**src/rtl/debounce_bank.sv**
```systemverilog
// Multi-channel button/sensor debouncer: per-channel synchroniser, debounce FSM,
// clean level, rise/fall pulses, release toggle and one-shot long-press pulse.
module debounce_bank #(
   parameter int unsigned          N_CH            = 6,
   parameter int unsigned          SYNC_STAGES     = 2,
   parameter int unsigned          DEB_FAST        = 10000,
   parameter int unsigned          DEB_SLOW        = 250000000,
   parameter logic [N_CH-1:0]      SLOW_MASK       = '0,
   parameter logic [N_CH-1:0]      ACTIVE_LOW_MASK = '0,
   parameter int unsigned          LONG_CYCLES     = 0
) (
   input  logic            clk,
   input  logic            reset,
   input  logic [N_CH-1:0] raw_in,
   input  logic [N_CH-1:0] clr_toggle,
   output logic [N_CH-1:0] level,
   output logic [N_CH-1:0] rise_pulse,
   output logic [N_CH-1:0] fall_pulse,
   output logic [N_CH-1:0] toggle,
   output logic [N_CH-1:0] long_pulse
);

   localparam int unsigned DEB_MAX = (DEB_FAST > DEB_SLOW) ? DEB_FAST : DEB_SLOW;
   localparam int unsigned CNT_W   = $clog2(DEB_MAX);
   localparam int unsigned HOLD_W  = (LONG_CYCLES > 0) ? $clog2(LONG_CYCLES + 1) : 1;

   typedef enum logic [1:0] {
      IDLE,
      PRESS_WAIT,
      PRESSED,
      RELEASE_WAIT
   } state_t;

   logic [N_CH-1:0]   sync_q [SYNC_STAGES];
   logic [N_CH-1:0]   sync_d [SYNC_STAGES];
   state_t            state_q [N_CH];
   state_t            state_d [N_CH];
   logic [CNT_W-1:0]  cnt_q [N_CH];
   logic [CNT_W-1:0]  cnt_d [N_CH];
   logic [HOLD_W-1:0] hold_q [N_CH];
   logic [HOLD_W-1:0] hold_d [N_CH];
   logic [N_CH-1:0]   level_q, level_d;
   logic [N_CH-1:0]   rise_q, rise_d;
   logic [N_CH-1:0]   fall_q, fall_d;
   logic [N_CH-1:0]   toggle_q, toggle_d;
   logic [N_CH-1:0]   long_q, long_d;
   logic [N_CH-1:0]   s;

   // Inversion happens after the synchroniser, so an active-low channel sees
   // s=1 briefly out of reset; the debounce window swallows it.
   assign s = sync_q[SYNC_STAGES-1] ^ ACTIVE_LOW_MASK;

   always_comb begin
      sync_d[0] = raw_in;
      for (int unsigned st = 1; st < SYNC_STAGES; st++) begin
         sync_d[st] = sync_q[st-1];
      end
   end

   always_comb begin
      logic [CNT_W-1:0] last;
      state_d  = state_q;
      cnt_d    = cnt_q;
      hold_d   = hold_q;
      level_d  = level_q;
      rise_d   = '0;
      fall_d   = '0;
      toggle_d = toggle_q;
      long_d   = '0;
      last     = '0;
      for (int unsigned i = 0; i < N_CH; i++) begin
         last = SLOW_MASK[i] ? CNT_W'(DEB_SLOW - 1) : CNT_W'(DEB_FAST - 1);
         case (state_q[i])
            IDLE: begin
               if (s[i]) begin
                  state_d[i] = PRESS_WAIT;
                  cnt_d[i]   = CNT_W'(1);
               end
            end
            PRESS_WAIT: begin
               if (!s[i]) begin
                  state_d[i] = IDLE;
                  cnt_d[i]   = '0;
               end else if (cnt_q[i] == last) begin
                  state_d[i] = PRESSED;
                  cnt_d[i]   = '0;
                  level_d[i] = 1'b1;
                  rise_d[i]  = 1'b1;
                  hold_d[i]  = '0;
               end else begin
                  cnt_d[i] = cnt_q[i] + CNT_W'(1);
               end
            end
            PRESSED: begin
               if (!s[i]) begin
                  state_d[i] = RELEASE_WAIT;
                  cnt_d[i]   = CNT_W'(1);
               end
            end
            RELEASE_WAIT: begin
               if (s[i]) begin
                  state_d[i] = PRESSED;
                  cnt_d[i]   = '0;
               end else if (cnt_q[i] == last) begin
                  state_d[i]  = IDLE;
                  cnt_d[i]    = '0;
                  level_d[i]  = 1'b0;
                  fall_d[i]   = 1'b1;
                  toggle_d[i] = ~toggle_q[i];
                  hold_d[i]   = '0;
               end else begin
                  cnt_d[i] = cnt_q[i] + CNT_W'(1);
               end
            end
            default: state_d[i] = IDLE;
         endcase

         // Hold count spans absorbed release glitches; saturation gives one pulse per press.
         if ((LONG_CYCLES != 0) && !fall_d[i] &&
             ((state_q[i] == PRESSED) || (state_q[i] == RELEASE_WAIT)) &&
             (hold_q[i] < HOLD_W'(LONG_CYCLES))) begin
            hold_d[i] = hold_q[i] + HOLD_W'(1);
            if (hold_d[i] == HOLD_W'(LONG_CYCLES)) begin
               long_d[i] = 1'b1;
            end
         end

         if (clr_toggle[i]) begin
            toggle_d[i] = 1'b0;
         end
      end
   end

   always_ff @(posedge clk or negedge reset) begin
      if (!reset) begin
         for (int unsigned st = 0; st < SYNC_STAGES; st++) begin
            sync_q[st] <= '0;
         end
         for (int unsigned i = 0; i < N_CH; i++) begin
            state_q[i] <= IDLE;
            cnt_q[i]   <= '0;
            hold_q[i]  <= '0;
         end
         level_q  <= '0;
         rise_q   <= '0;
         fall_q   <= '0;
         toggle_q <= '0;
         long_q   <= '0;
      end else begin
         for (int unsigned st = 0; st < SYNC_STAGES; st++) begin
            sync_q[st] <= sync_d[st];
         end
         for (int unsigned i = 0; i < N_CH; i++) begin
            state_q[i] <= state_d[i];
            cnt_q[i]   <= cnt_d[i];
            hold_q[i]  <= hold_d[i];
         end
         level_q  <= level_d;
         rise_q   <= rise_d;
         fall_q   <= fall_d;
         toggle_q <= toggle_d;
         long_q   <= long_d;
      end
   end

   assign level      = level_q;
   assign rise_pulse = rise_q;
   assign fall_pulse = fall_q;
   assign toggle     = toggle_q;
   assign long_pulse = long_q;

endmodule

```
**config.mk**
```make
export PLATFORM = sky130hd
export DESIGN_NAME = debounce_bank
export DESIGN_NICKNAME = d
export VERILOG_FILES = /design/src/rtl/debounce_bank.sv
export SDC_FILE = /design/constraint.sdc
export NUM_CORES = 1
export LEC_CHECK = 0
export ABC_AREA = 1
export BUFFER_PORTS_ARGS = -buffer_cell sky130_fd_sc_hd__buf_2
export CORE_MARGIN = 4
export CORE_UTILIZATION = 60
export CTS_CLUSTER_DIAMETER = 80
export DETAILED_ROUTE_END_ITERATION = 7
export PLACE_DENSITY = 0.75
export SLEW_MARGIN = 20
export SYNTH_ARGS = -nofsm -noshare
export SYNTH_HDL_FRONTEND = slang
export SYNTH_SLANG_ARGS = --single-unit
```
**constraint.sdc**
```tcl
create_clock -name clk -period 1.8 [get_ports clk]
set_input_delay 0.36 -clock clk [delete_from_list [all_inputs] [get_ports clk]]
set_output_delay 0.36 -clock clk [all_outputs]
set_load 0.02 [all_outputs]
```
==> reports/results.tsv <==
stage	metric	value	unit
grt	gr usage total	25.7	%
clock_tree	htree depth	1	
die	Die Width	157	µm
clock_tree	TritonCTS clock tree	done	
worst_setup_path	crit end category	flop	
power	part of the power in registers	42.6	%
grt	antenna violations before repair	0	
detailed_routing	1st-pass router iterations	6	
final_layout	final net count	2073	
power	power share of the combinational group	16.0	%
worst_setup_path	cells on worst reg2reg path	7	
clock_tree	number of buffers created by CTS	25	
timing	clock skew	14.0	ps
worst_setup_path	Crit path required time	2190	ps
power	clock share of power	41.5	%
final_layout	Seq. cell area	5410	µm²
timing	minimum clock period	1700	ps
timing	# setup viols final	0	
min_path	hold path depth	4	
die	die area	24800	µm²
detailed_routing	DR vias/cell	5.35	
power	Pwr Total	12.4	mW
detailed_routing	Routed WL	31.6	mm
min_path	Hold EP	toggle[2]	
placed_design	I/O Buffers	37	
run_status	run status	finished clean	
power	switching part of the total	28.6	%
final_layout	layout cells sized above 1	12.7	%
clock_tree	Worst-path clk slew	60	ps
worst_setup_path	Setup Crit Path Kind	flop to flop	
placed_design	Final GP Congestion	0.940	
logic_synthesis	Yosys cell types	41	
die	IO Pins	44	
grt	largest net degree at the start of global routing	50	
detailed_routing	DRT iter0 DRCs	768	
final_layout	Syn-to-layout area delta	14.7	%
timing	fmax	588	MHz
logic_synthesis	synth warn	0	
worst_setup_path	Critical Path Source Type	flop	
grt	global-route wire length before repair	54.2	mm
final_layout	area of the multi-input gates	6940	µm²
worst_setup_path	Reg2Reg Launch Point	cnt_q[85]	
die	Initial Util	61.2	%
timing	TNS Setup	0	ps
logic_synthesis	Seq/Total Area, Yosys	40.3	%
die	Core Rows	54	
clock_tree	Clock Latency Late Sink	520	ps
timing	Fin. Hold Viols	0	
worst_setup_path	Crit Reg-Reg Endpoint	cnt_q[94]	
worst_setup_path	crit path DAT	2090	ps
detailed_routing	Remaining DRCs	0	
clock_tree	clk root buf	clkbuf_16	
min_path	Worst Hold Class	input pin to flop	
power	Worst VDD drop	0.781	mV
placed_design	Cells after DPL	2290	
final_layout	number of inserted diodes	0	
power	Net Switching	3.55	mW
final_layout	Final Non-Filler Cells	2349	
placed_design	Area after DPL	14300	µm²
grt	vias in the first global route	12100	
power	cell internal pwr	8.87	mW
worst_setup_path	Critical Path Fanout Max	8	
timing	Slew @ Worst Pin	692	ps
job	Max Cap Viol	0	
final_layout	final instance area	15400	µm²
logic_synthesis	#FFs+latches synth	216	
detailed_routing	vias post-DR	12600	
clock_tree	Clock Sink Count	216	
detailed_routing	Avg WL per Cell	13.5	µm
logic_synthesis	Post-Synthesis Cell Area	13400	µm²
logic_synthesis	Mapped Cells	1943	
grt	Remaining Overflow, GRT	0	
timing	PnR worst setup slack	98.1	ps
power	pwr dens	808	nW/µm²
logic_synthesis	syn avg cell area	6.90	µm²
min_path	hold_sp	clr_toggle[2]	
clock_tree	CTS max path bufs	3	
final_layout	Fillers	1867	
power	leak pwr	7.28	nW
die	Die Y	157	µm
worst_setup_path	r2r setup slk	100	ps
timing	Max Slew Vio Count	0	
detailed_routing	post-route ant nets	0	
die	Placeable Area	21900	µm²
placed_design	post-DP HPWL	22.6	mm
timing	Final period util	94.5	%
timing	Slew HR	53.8	%
placed_design	dpl ws	-222	ps
sequential cells by signal, indices dropped and copies added, names as in the netlist, named ones only:
| name | cells |
|---|---|
| s | 6 |
| sync_d | 6 |
| level | 6 |
| cnt_q | 168 |
| fall_pulse | 6 |
| rise_pulse | 6 |
| toggle | 6 |
| state_q | 6 |
worst max-delay path: stages (launching register included):
cell     delay, ps
dfrtp_1        400
ha_2           220
nand3_1        120
nor3_1         220
nand2_1        140
nand2_2        180
buf_4          190
o22ai_1         80
logic make-up (layout without fill, tap and decap cells):
| logic type | after synthesis | in the layout | share of synthesized area (%) |
|---|---|---|---|
| fa+ha+maj | 6 | 6 | 0.560 |
| mux | 1 | 1 | 0.0747 |
| other cells | 1 | 6 | 0.0280 |
| simple gates | 1217 | 1220 | 40.1 |
| compound gates | 165 | 165 | 6.79 |
| flops | 216 | 216 | 40.3 |
| buf+inv | 289 | 407 | 9.02 |
| xor+xnor | 48 | 48 | 3.14 |
Yosys cell counts, drive strengths merged:
master,count,area [µm²]
a21boi,1,7.51
a21oi,28,140
and2,4,26.3
buf,40,274
clkbuf,7,26.3
conb,1,3.75
dfrtp,216,5410
ha,6,75.1
inv,242,908
mux2i,1,10.0
nand2,620,2360
nand3,206,1120
nand3b,6,45.0
nand4,54,338
nor2,287,1250
nor3,35,200
o211ai,1,7.51
o21a,2,15.0
o21ai,95,475
o21bai,7,67.6
o221ai,1,8.76
o22ai,30,188
or2,5,33.8
xnor2,6,52.6
xor2,42,368
power by group through the flow:
stage	Combinational (mW)	Sequential, mW	Clock, mW
2_1_floorplan	1.31	5.29	0
3_3_place_gp	1.87	5.35	0
3_5_place_dp	1.90	5.37	0
4_1_cts	1.93	5.28	5.28
5_1_grt	2.23	5.31	5.49
6_report	1.98	5.29	5.15
timing repair:
action / 4_1_cts / 5_1_grt
gates resized for setup: 3 / 31
cloned: 0 / 3
setup buffers: 2 / 4
pin swaps: 1 / 6
setup endpoints to repair: 38 / 88
hold endpoints to repair: 47 / 0
hold buffers: 7 / 0
metrics by stage:
step           hold slack (ps)  util, %
6_report                  55.0     70.2
5_1_grt                   36.3     70.2
4_1_cts                   29.4     69.5
3_5_place_dp               317     65.2
3_3_place_gp               318     65.2
2_1_floorplan             64.4        -
cell usage in the layout, fill, tap and decap left out, types with 6 or more instances in the layout:
| cell | netlist | final |
|---|---|---|
| nand2_1 | 609 | 607 |
| nor2_1 | 253 | 244 |
| inv_1 | 231 | 231 |
| dfrtp_1 | 216 | 215 |
| nand3_1 | 189 | 185 |
| buf_4 | 12 | 72 |
| o21ai_0 | 71 | 68 |
| nand4_1 | 54 | 54 |
| xor2_1 | 42 | 42 |
| buf_2 | 21 | 36 |
| o22ai_1 | 30 | 30 |
| nor3_1 | 30 | 29 |
| a21oi_1 | 28 | 28 |
| o21ai_1 | 24 | 27 |
| clkbuf_16 | 0 | 25 |
| nor2_4 | 15 | 24 |
| nand3_2 | 17 | 21 |
| nor2_2 | 18 | 20 |
| nand2_2 | 10 | 12 |
| inv_2 | 11 | 11 |
| dlygate4sd3_1 | 0 | 7 |
| nand3b_1 | 6 | 6 |
| xnor2_1 | 6 | 6 |
| conb_1 | 1 | 6 |
| buf_12 | 0 | 6 |
how the worst max path moves through the flow:
stage,cells after the start,start,slack (ps),end
final,7,cnt_q[85],100,cnt_q[94]
after global routing,9,cnt_q[113],-5,cnt_q[124]
after detailed placement,8,cnt_q[28],-220,cnt_q[45]
after CTS,10,cnt_q[57],40,cnt_q[79]
after global placement,8,cnt_q[28],-110,cnt_q[49]
after floorplan,11,cnt_q[56],280,cnt_q[81]
routing by layer:
layer	track usage [%]	share of wire (%)	wire length (µm)	vias up
met2	44.9	49	15500	320
li1	-	-	-	6399
met3	3.02	4.8	1510	61
met4	7.05	2.4	765	0
met5	0	0	0	-
met1	34.0	44	13900	5792
area by class of cell:
cell class | count | area share (%)
repair buffers | 122 | 6.02
clock inverters | 11 | 0.911
flip-flops and latches | 216 | 35.2
inverters | 242 | 5.91
well taps | 280 | 2.28
multi-input cells | 1446 | 45.2
clock buffers | 32 | 4.57
Power figures use the tool's default switching activity.
